===== config.mk =====
export PLATFORM = sky130hd
export DESIGN_NAME = commit_sequencer
export DESIGN_NICKNAME = d
export VERILOG_FILES = /design/src/rtl/commit_sequencer.sv
export SDC_FILE = /design/constraint.sdc
export NUM_CORES = 1
export LEC_CHECK = 0
export CORE_MARGIN = 3
export CORE_UTILIZATION = 40
export DETAILED_ROUTE_END_ITERATION = 10
export PLACE_DENSITY = 0.78
export SLEW_MARGIN = 10
export SYNTH_ARGS = -nofsm -noshare
export SYNTH_HDL_FRONTEND = slang
export SYNTH_SLANG_ARGS = --single-unit

===== constraint.sdc =====
create_clock -name clk -period 8.5 [get_ports clk]
set_clock_uncertainty 0.1 [all_clocks]
set_input_delay 1.275 -clock clk [delete_from_list [all_inputs] [get_ports clk]]
set_output_delay 1.275 -clock clk [all_outputs]
set_load 0.01 [all_outputs]

===== src/rtl/commit_sequencer.sv =====
// In-order commit stage: buffers one finished result per execution unit and retires
// them strictly by issue tag, driving register writeback, unit release and jump redirect.
module commit_sequencer #(
    parameter int N_ALU  = 3,
    parameter int CNT_W  = 4,
    parameter int DATA_W = 32,
    parameter int ADDR_W = 32,
    parameter int REG_W  = 5,
    parameter int UNIT_W = 3
) (
    input  logic                         clk,
    input  logic                         rst,
    input  logic [N_ALU:0]               i_unit_valid,
    input  logic [(N_ALU+1)*CNT_W-1:0]   i_unit_cnt,
    input  logic [(N_ALU+1)*REG_W-1:0]   i_unit_rd,
    input  logic [(N_ALU+1)*DATA_W-1:0]  i_unit_data,
    input  logic [N_ALU:0]               i_unit_jmp,
    input  logic [(N_ALU+1)*ADDR_W-1:0]  i_unit_target,
    output logic [N_ALU:0]               o_unit_ack,
    output logic [REG_W-1:0]             o_wreg,
    output logic [DATA_W-1:0]            o_wdata,
    output logic [UNIT_W-1:0]            o_free,
    output logic                         o_jmp_valid,
    output logic [ADDR_W-1:0]            o_jmp_target,
    output logic                         o_flush
);
    localparam int NU    = N_ALU + 1;
    localparam int SEL_W = (NU > 1) ? $clog2(NU) : 1;
    localparam logic [CNT_W-1:0] CNT_MAX = {CNT_W{1'b1}};

    // Per-unit result slots
    logic              full_q [NU];
    logic              full_d [NU];
    logic [CNT_W-1:0]  cnt_q  [NU];
    logic [CNT_W-1:0]  cnt_d  [NU];
    logic [REG_W-1:0]  rd_q   [NU];
    logic [REG_W-1:0]  rd_d   [NU];
    logic [DATA_W-1:0] data_q [NU];
    logic [DATA_W-1:0] data_d [NU];
    logic              jmp_q  [NU];
    logic              jmp_d  [NU];
    logic [ADDR_W-1:0] tgt_q  [NU];
    logic [ADDR_W-1:0] tgt_d  [NU];

    // Commit candidates: the held slot, or the result being captured this very edge
    logic              cand_v    [NU];
    logic [CNT_W-1:0]  cand_cnt  [NU];
    logic [REG_W-1:0]  cand_rd   [NU];
    logic [DATA_W-1:0] cand_data [NU];
    logic              cand_jmp  [NU];
    logic [ADDR_W-1:0] cand_tgt  [NU];

    logic [CNT_W-1:0]  nxt_q, nxt_d;
    logic              hit;
    logic [SEL_W-1:0]  sel_idx;
    logic [REG_W-1:0]  c_rd;
    logic [DATA_W-1:0] c_data;
    logic              c_jmp;
    logic [ADDR_W-1:0] c_tgt;
    logic [UNIT_W-1:0] c_free;

    logic [UNIT_W-1:0] free_q, free_d;
    logic [REG_W-1:0]  wreg_q, wreg_d;
    logic [DATA_W-1:0] wdata_q, wdata_d;
    logic              jv_q, jv_d;
    logic [ADDR_W-1:0] jt_q, jt_d;
    logic              flush_q, flush_d;

    genvar gi;
    generate
        for (gi = 0; gi < NU; gi++) begin : g_slot
            logic ack;
            assign ack             = i_unit_valid[gi] & ~full_q[gi] & ~rst;
            assign o_unit_ack[gi]  = ack;
            assign cand_v[gi]      = full_q[gi] | ack;
            assign cand_cnt[gi]    = full_q[gi] ? cnt_q[gi]  : i_unit_cnt[gi*CNT_W +: CNT_W];
            assign cand_rd[gi]     = full_q[gi] ? rd_q[gi]   : i_unit_rd[gi*REG_W +: REG_W];
            assign cand_data[gi]   = full_q[gi] ? data_q[gi] : i_unit_data[gi*DATA_W +: DATA_W];
            assign cand_jmp[gi]    = full_q[gi] ? jmp_q[gi]  : i_unit_jmp[gi];
            assign cand_tgt[gi]    = full_q[gi] ? tgt_q[gi]  : i_unit_target[gi*ADDR_W +: ADDR_W];

            always_comb begin
                full_d[gi] = full_q[gi];
                cnt_d[gi]  = cnt_q[gi];
                rd_d[gi]   = rd_q[gi];
                data_d[gi] = data_q[gi];
                jmp_d[gi]  = jmp_q[gi];
                tgt_d[gi]  = tgt_q[gi];
                if (ack) begin
                    full_d[gi] = 1'b1;
                    cnt_d[gi]  = i_unit_cnt[gi*CNT_W +: CNT_W];
                    rd_d[gi]   = i_unit_rd[gi*REG_W +: REG_W];
                    data_d[gi] = i_unit_data[gi*DATA_W +: DATA_W];
                    jmp_d[gi]  = i_unit_jmp[gi];
                    tgt_d[gi]  = i_unit_target[gi*ADDR_W +: ADDR_W];
                end
                // A committing jump squashes every slot, including one captured this edge
                if (hit && (sel_idx == SEL_W'(gi) || c_jmp)) begin
                    full_d[gi] = 1'b0;
                end
            end

            always_ff @(posedge clk) begin
                if (rst) begin
                    full_q[gi] <= 1'b0;
                end else begin
                    full_q[gi] <= full_d[gi];
                end
                cnt_q[gi]  <= cnt_d[gi];
                rd_q[gi]   <= rd_d[gi];
                data_q[gi] <= data_d[gi];
                jmp_q[gi]  <= jmp_d[gi];
                tgt_q[gi]  <= tgt_d[gi];
            end
        end
    endgenerate

    // Descending scan so that the lowest-index match wins
    always_comb begin
        hit     = 1'b0;
        sel_idx = '0;
        c_rd    = '0;
        c_data  = '0;
        c_jmp   = 1'b0;
        c_tgt   = '0;
        for (int k = NU - 1; k >= 0; k--) begin
            if (cand_v[k] && cand_cnt[k] == nxt_q) begin
                hit     = 1'b1;
                sel_idx = SEL_W'(k);
                c_rd    = cand_rd[k];
                c_data  = cand_data[k];
                c_jmp   = cand_jmp[k];
                c_tgt   = cand_tgt[k];
            end
        end
    end

    assign c_free = UNIT_W'(sel_idx) + UNIT_W'(1);

    always_comb begin
        nxt_d   = nxt_q;
        free_d  = '0;
        wreg_d  = '0;
        wdata_d = '0;
        jv_d    = 1'b0;
        jt_d    = '0;
        flush_d = 1'b0;
        if (hit) begin
            nxt_d   = (nxt_q == CNT_MAX) ? CNT_W'(1) : nxt_q + CNT_W'(1);
            free_d  = c_free;
            wreg_d  = c_rd;
            wdata_d = (c_rd == '0) ? '0 : c_data;
            jv_d    = c_jmp;
            jt_d    = c_jmp ? c_tgt : '0;
            flush_d = c_jmp;
        end
    end

    always_ff @(posedge clk) begin
        if (rst) begin
            nxt_q   <= CNT_W'(1);
            free_q  <= '0;
            wreg_q  <= '0;
            wdata_q <= '0;
            jv_q    <= 1'b0;
            jt_q    <= '0;
            flush_q <= 1'b0;
        end else begin
            nxt_q   <= nxt_d;
            free_q  <= free_d;
            wreg_q  <= wreg_d;
            wdata_q <= wdata_d;
            jv_q    <= jv_d;
            jt_q    <= jt_d;
            flush_q <= flush_d;
        end
    end

    // Outputs read as zero throughout a reset cycle, not only after it
    assign o_free       = rst ? '0 : free_q;
    assign o_wreg       = rst ? '0 : wreg_q;
    assign o_wdata      = rst ? '0 : wdata_q;
    assign o_jmp_valid  = rst ? 1'b0 : jv_q;
    assign o_jmp_target = rst ? '0 : jt_q;
    assign o_flush      = rst ? 1'b0 : flush_q;

endmodule

==> metrics, run 1 <==
final setup margin=3.506 ns; Gate Count Post-Synth=1268; Detailed Route WL=53640 um; status=complete, no violations; postcts setup bufs=0; Num Clock Sinks=377; DR WL/cell=24.28 um; Clock Path Buffers=3; Placement Setup Slack=3.333 ns; Total Routing Usage GR=22.44%; # IOs=380; Post-CTS Hold Buffers=0; drt pass-1 iters=5; setup violators final=0; Yosys reg bits=377; hpwl dp=34660 um; P_leak=7.566 nW; initial antenna violation count=6; Total Die Area=46100 um^2; initial DRC count=941; Synth Flop Type=edfxtp_1; Worst Tran Pin Value=1.155 ns; WP data required=8.79 ns; Std-Cell Rows=75; EDFF count, synth=296; period utilization=58.76%; fmax=200.2 MHz; largest net degree at the start of global routing=81; Routed Antenna Nets=0; layout cells sized above 1=11.66%; worst rel slew slack=23.00%; sequential element share of the synthesized area=60.31%; Horiz. Die Dim=214.7 um; Post-synth ARST share=0%; final core occ=54.05%; vias=12410; Hold Crit Class=reg2reg; GP Congestion=0.8483; Core Area=42510 um^2; Clock Pin Slew Worst Setup and Hold Paths=0.06 ns; H-tree depth=2; global-route wire length before repair=79850 um; Skew-Pair Late Insertion Delay=0.56 ns; fillcell total=3448; Mapped Nets=1575; critical path startpoint category=flip-flop; Mapped Avg Cell Area=13.74 um^2; min cycle time layout=4.994 ns; max-cap violations=0; CTS Buf Count=44; crit end category=flip-flop; pins over their slew limit=0; PortBufs=379; initial core utilization=40.99%; chip height=214.7 um; CTS Root Cell=clkbuf_16; vias in the first global route=12920; critical path fanouts, max=80; Setup CP Type=reg2reg; pwr/cell area=228.0 nW/um^2; Mapped Area=17430 um^2; Residual DRC=0; final total power=0.005238 W; YS warnings=0; VDD IR-drop max=0.0001794 V; RSZ-0062 raised after global routing=no; final hold vios=0; clock tree from TritonCTS=yes; GRT overflow=0; area growth from synthesis to layout=31.87%; Fin Hold WS=0.5202 ns; cts repair resizes=0; setup TNS=0 ns; commonest non-fill, non-tap cells in the layout=378 x clkdlybuf4s50_1, 296 x edfxtp_1, 216 x mux2i_1; Distinct cells, synth=45; Critical Path AT=5.29 ns; Final Net Count=1902; commonest non-fill, non-tap cell in the layout=clkdlybuf4s50_1; vias per std cell=5.616
## metal layers
layer  global-route usage (%)  share of wire (%)  up-vias
li1                         -                  -     5573
met1                    28.84                 41     6168
met2                    37.27                 48      569
met3                    5.847                8.3       86
met4                    7.030                2.4       10
met5                        0               0.10        -
## final cells by class
cell class	count	area, um^2	share of cell area, %
Sequential cell	377	10530	45.80
Tap cell	577	721.9	3.142
Antenna cell	2	5.005	0.02178
Multi-Input combinational cell	768	6347	27.62
Clock inverter	18	158.9	0.6915
Timing Repair Buffer	400	3949	17.18
Inverter	4	15.01	0.06534
Clock buffer	63	1256	5.467
## power breakdown
part	switching [W]	internal, W	total (W)
Clock	0.000764	0.00109	0.00186
Sequential	0.000108	0.00211	0.00222
Combinational	0.000677	0.000481	0.00116
Total	0.00155	0.00369	0.00524
## worst max-delay path, stage by stage, from the launching register on
cell      delay (ns)
dfxtp_4         0.88
buf_4           0.72
and4bb_1        0.26
o32ai_1         0.28
or4_4           0.44
buf_4           0.76
nor2_1          0.21
o21ai_4         0.87
a211oi_1        0.11
## through the flow
stage	std cells	area, um^2
2_1_floorplan	1268	17430
3_3_place_gp	2126	21560
3_5_place_dp	2126	21560
4_1_cts	2207	22970
5_1_grt	2208	22980
6_report	2209	22980
## sequential cells by signal (all words and copies together) (netlist names)
signal,flops
jv_q,1
jt_q,32
full_q,4
wdata_q,32
wreg_q,5
data_q,128
cnt_q,16
jmp_q,4
nxt_q,4
free_q,3
rd_q,20
tgt_q,128
## final timing paths
check        slack, ns  endpoint          from  cells past startpoint
min reg2reg       0.52  jt_q[28]  tgt_q[0][28]                      2
max               3.51  jt_q[27]     full_q[0]                      8
max reg2reg       3.51  jt_q[27]     full_q[0]                      8
min               0.52  jt_q[28]  tgt_q[0][28]                      2
## kinds of logic after synthesis
| kind of cell | count (synthesis) | share of synthesized area, % |
|---|---|---|
| flops | 377 | 60.31 |
| compound gates | 292 | 12.85 |
| mux | 257 | 15.06 |
| simple gates | 201 | 7.180 |
| buf+inv | 123 | 3.583 |
| xor+xnor | 13 | 0.6534 |
| fa+ha+maj | 5 | 0.3590 |
## synthesized netlist by cell type, types with 5 or more instances
cell type / number / area, um^2
a211oi_1: 73 / 548.0
a211oi_2: 34 / 425.4
a21oi_1: 70 / 350.3
buf_1: 8 / 30.03
buf_2: 28 / 140.1
buf_4: 11 / 82.58
buf_6: 5 / 56.30
clkbuf_1: 64 / 240.2
dfxtp_1: 81 / 1622
edfxtp_1: 296 / 8889
ha_1: 5 / 62.56
mux2_2: 41 / 461.7
mux2i_1: 216 / 2162
nand3_1: 7 / 35.03
nor2_1: 48 / 180.2
nor2b_1: 114 / 713.2
o21ai_0: 34 / 170.2
o221ai_1: 65 / 569.3
xnor2_1: 12 / 105.1
Note: power is estimated with default switching activity, not from simulation.
==> inputs of run 2 (changes only) <==
Settings changed: PLACE_DENSITY 0.78 to 0.76.
Clock period 8.5 ns to 5.2 ns, I/O delays scaled along.
==> run 2 against run 1 <==
Die area unchanged; via count is 1.0% lower; critical path type is now reg2out; register-to-register slack got worse by 2.1 ns.
==> metrics, run 2 (synthesized netlist as in run 1, its figures left out) <==
worst rel slew slack=21.07% (-1.9 points); Placement Setup Slack=0.8087 ns (-2.524 ns); Detailed Route WL=54510 um (+1.6%); Post-CTS Hold Buffers=0 (unchanged); # IOs=380 (unchanged); vias in the first global route=12920 (+0.039%); hpwl dp=35830 um (+3.4%); CP max stage delay=0.89 ns (about the same); r2r startpoint=full_q[0]; crit-path cells=buf_4, nor3b_4, clkdlybuf4s50_1; max-cap violations=0 (unchanged); GR met2 Demand/Resource=38.33% (+1.1 points); Critical Path AT=3.03 ns (-2.26 ns); CTS Buf Count=42 (-4.5%); commonest non-fill, non-tap cells in the layout=378 x clkdlybuf4s50_1, 296 x edfxtp_1, 216 x mux2i_1; Residual DRC=0 (unchanged); Horiz. Die Dim=214.7 um (unchanged); Largest regs=data_q (128), tgt_q (128); GRT overflow=0 (unchanged); slowest stage cell, crit path=buf_4; final setup margin=1.295 ns (-2.211 ns); cts repair resizes=0 (unchanged); global-route wire length before repair=81350 um (+1.9%); critical path startpoint category=flip-flop; PortBufs=379 (unchanged); pins over their slew limit=0 (unchanged); final hold vios=0 (unchanged); initial antenna violation count=11 (+5); fillcell total=3517 (+2.0%); VDD IR-drop max=0.0002416 V (+35%); Routed Antenna Nets=0 (unchanged); period utilization=75.10%; Skew-Pair Late Insertion Delay=0.55 ns (about the same); chip height=214.7 um (unchanged); Worst Tran Pin Value=1.184 ns (+0.02901 ns); area growth from synthesis to layout=31.83% (about the same); WP data required=4.32 ns (-4.47 ns); DR WL/cell=24.64 um (+1.5%); layout cells sized above 1=11.79% (+0.14 points); largest net degree at the start of global routing=71 (-12%); Hold Crit Start=tgt_q[0][29]; crit end category=primary output; initial core utilization=40.99% (unchanged); Hold Crit Class=reg2reg; Fin Hold WS=0.5188 ns (-0.001388 ns); Final Net Count=1902 (unchanged); P_leak=7.569 nW (about the same); initial DRC count=912 (-3.1%); RSZ-0062 raised after global routing=no; Clock Pin Slew Worst Setup and Hold Paths=0.06 ns (about the same); GR peak layer=met2; Num Clock Sinks=377 (unchanged); postcts setup bufs=0 (unchanged); drt pass-1 iters=5 (unchanged); Total Die Area=46100 um^2 (unchanged); pwr/cell area=368.1 nW/um^2 (+61%); Setup CP Type=reg2out; setup violators final=0 (unchanged); vias=12280 (-1.0%); setup TNS=0 ns (unchanged); final total power=0.008456 W (+61%); clock tree from TritonCTS=yes; commonest non-fill, non-tap cell in the layout=clkdlybuf4s50_1; end of the worst register-to-register path=jt_q[19]; M1 GR Usage=28.93% (+0.094 points); GP Congestion=0.8213 (-3.2%); min cycle time layout=3.905 ns; final core occ=54.04% (about the same); vias per std cell=5.551 (-1.2%); status=complete, no violations; H-tree depth=2 (unchanged); end of the worst hold path=jt_q[29]; Total Routing Usage GR=22.99% (+0.55 points); Clock Path Buffers=3 (unchanged); Core Area=42510 um^2 (unchanged); reg2reg setup slack=1.44 ns (-2.07 ns); critical path fanouts, max=45 (-44%); Std-Cell Rows=75 (unchanged); met3 GRT Util=7.119% (+1.3 points); Reg2Reg Depth=9 (+1); CTS Root Cell=clkbuf_16; hold path depth=2 (unchanged); fmax=256.1 MHz
-- run 2: critical path, delay by kind of cell, from the launching register on --
kind | cells | cell delay, ns
flops | 1 | 0.78
simple gates | 1 | 0.13
buf+inv | 2 | 1.53
-- run 2: worst max-delay path by stage --
stage / from / end / slack (ns) / cells past startpoint
after detailed placement: i_unit_cnt[8] / wdata_q[25] / 0.81 / 9
after global routing: i_unit_valid[2] / jt_q[0] / 1.15 / 9
after floorplan: rst / o_unit_ack[2] / -0.40 / 5
after global placement: i_unit_valid[2] / wdata_q[1] / 0.81 / 9
final: full_q[3] / o_unit_ack[3] / 1.29 / 3
after CTS: full_q[3] / o_unit_ack[3] / 1.27 / 3
-- run 2: layout make-up --
class	count	area (um^2)	share of cell area [%]
multi-input combinational	768	6365	27.71
sequential	377	10530	45.82
inverter	4	15.01	0.06536
antenna	7	17.52	0.07625
tap	577	721.9	3.143
clock inverter	17	137.6	0.5991
timing repair buffer	402	3989	17.36
clock buffer	60	1201	5.229
-- run 2: where the power goes --
part	switching, W	internal, W	total [W]	leakage, nW
combinational	0.00111	0.000796	0.00191	3.51
clock	0.00120	0.00171	0.00290	0.662
sequential	0.000187	0.00346	0.00364	3.40
total	0.00250	0.00596	0.00846	7.57
-- run 2: metal layers --
layer  part of all wire (%)  routed length, um
met2                     48              26320
met4                    2.1               1118
met5                   0.15                 82
met1                     40              21990
met3                    9.2               5004
-- run 2: stage by stage --
| stage | std cells | area (um^2) |
|---|---|---|
| detailed placement | 2128 | 21620 |
| global route | 2209 | 22960 |
| floorplan | 1268 | 17450 |
| global placement | 2128 | 21620 |
| finish | 2212 | 22970 |
| CTS | 2205 | 22950 |
==> inputs of run 3 (changes only) <==
Clock period 5.2 ns to 3.85 ns, I/O delays scaled along.
==> run 3 against run 2 <==
Core utilization rose by 0.72 points; combinational power is 43% higher; flip-flop and latch count unchanged; register-to-register slack worse by 0.79 ns; hold slack worse by 0.20 ns; total power increased by 39%.
==> metrics, run 3 (synthesized netlist as in run 1, its figures left out) <==
crit end category=primary output; placed instance area=21810 um^2 (+0.89%); largest net degree at the start of global routing=79 (+11%); CTS Root Cell=clkbuf_16; Clock Path Buffers=3 (unchanged); Placement Setup Slack=0.1075 ns (-0.7012 ns); initial antenna violation count=9 (-2); final setup margin=0.5301 ns (-0.7646 ns); H-tree depth=2 (unchanged); fillcell total=3449 (-1.9%); final core occ=54.76% (+0.72 points); end of the worst register-to-register path=full_q[3]; GP Congestion=0.8813 (+7.3%); Clock Pin Slew Worst Setup and Hold Paths=0.06 ns (about the same); Detailed Route WL=54340 um (-0.32%); Hold Crit Class=in2reg; Residual DRC=0 (unchanged); setup violators final=0 (unchanged); design area=23280 um^2 (+1.3%); vias in the first global route=12710 (-1.6%); Setup CP Type=reg2out; hold path depth=2 (unchanged); Metal-1 WL=22820 um (+3.8%); multi-input logic area=6372 um^2 (+0.12%); clock tree from TritonCTS=yes; status=complete, no violations; commonest non-fill, non-tap cell in the layout=clkdlybuf4s50_1; Total Die Area=46100 um^2 (unchanged); critical path fanouts, max=32 (-29%); hpwl dp=37230 um (+3.9%); Total Routing Usage GR=22.89% (-0.10 points); Skew-Pair Late Insertion Delay=0.56 ns (about the same); Critical Path AT=2.64 ns (-0.39 ns); Num Clock Sinks=377 (unchanged); area growth from synthesis to layout=33.60%; worst rel slew slack=34.46% (+13 points); met2 wire length=25210 um (-4.2%); fmax=301.2 MHz; Layout Cells excl Fill=2228 (+0.72%); max-cap violations=0 (unchanged); pins over their slew limit=0 (unchanged); Worst Tran Pin Value=0.9831 ns (-0.2008 ns); Reg2Reg Depth=8 (-1); final hold vios=0 (unchanged); Hold Crit Start=rst; placed insts=2146 (+0.85%); cts repair resizes=0 (unchanged); Std-Cell Rows=75 (unchanged); # IOs=380 (unchanged); PortBufs=379 (unchanged); Routed Antenna Nets=0 (unchanged); min cycle time layout=3.320 ns; global-route wire length before repair=81050 um (-0.37%); vias=12470 (+1.6%); commonest non-fill, non-tap cells in the layout=378 x clkdlybuf4s50_1, 296 x edfxtp_1, 216 x mux2i_1; period utilization=86.23%; r2r startpoint=full_q[2]; postcts setup bufs=0 (unchanged); initial core utilization=40.99% (unchanged); Core Area=42510 um^2 (unchanged); VDD IR-drop max=0.0003530 V (+46%); CTS Buf Count=41 (-2.4%); DR WL/cell=24.39 um (-1.0%); drt pass-1 iters=5 (unchanged); layout cells sized above 1=13.01% (+1.2 points); Post-CTS Hold Buffers=0 (unchanged); chip height=214.7 um (unchanged); critical path startpoint category=flip-flop; Largest regs=data_q (128), tgt_q (128); Top Layer Used=met5; Final Net Count=1919 (+0.89%); end of the worst hold path=nxt_q[2]; register area=10530 um^2 (unchanged); pwr/cell area=506.4 nW/um^2 (+38%); vias per std cell=5.597 (+0.83%); reg2reg setup slack=0.65 ns (-0.79 ns); P_leak=7.733 nW (+2.2%); RSZ-0062 raised after global routing=no; GRT overflow=0 (unchanged); Horiz. Die Dim=214.7 um (unchanged); setup TNS=0 ns (unchanged); wire length on met3=4364 um (-13%); WP data required=3.17 ns (-1.15 ns); initial DRC count=954 (+4.6%)
[run 3: worst max path at each step]
stage / slack, ns / endpoint / from / cells after the start
finish: 0.53 / o_unit_ack[1] / full_q[1] / 3
global route: 0.44 / wdata_q[0] / i_unit_valid[0] / 9
CTS: 0.43 / o_unit_ack[1] / full_q[1] / 3
detailed placement: 0.11 / full_q[3] / i_unit_valid[2] / 9
global placement: 0.19 / full_q[0] / i_unit_valid[2] / 10
floorplan: -0.11 / o_unit_ack[0] / rst / 5
[run 3: per-stage QoR]
step           total power [W]  hold slack (ns)
4_1_cts                0.01187           0.2904
2_1_floorplan         0.006824           0.4680
3_5_place_dp          0.007640           0.5059
3_3_place_gp          0.007585           0.4932
6_report               0.01179           0.3225
5_1_grt                0.01224           0.3268
[run 3: cell type report]
type / count / area share (%)
flip-flops and latches: 377 / 45.21
multi-input cells: 768 / 27.37
repair buffers: 420 / 17.93
clock buffers: 60 / 5.375
well taps: 577 / 3.101
clock inverters: 16 / 0.8814
inverters: 4 / 0.06450
diodes: 6 / 0.06450
[run 3: layer usage]
layer	vias up	track usage (%)
met5	-	0
met4	6	9.137
met3	110	5.353
met2	567	36.05
met1	6173	30.71
li1	5614	-
[run 3: power by group]
group          internal [W]  total [W]  switching (W)
logic               0.00112    0.00274        0.00163
clock network       0.00259    0.00422        0.00163
registers           0.00467    0.00482       0.000158
[run 3: critical path, cell delays in order, from the launching register on]
cell and delay [ns]:
dfxtp_4 0.39, buf_4 0.33, nor3b_4 0.66, clkdlybuf4s50_1 0.68
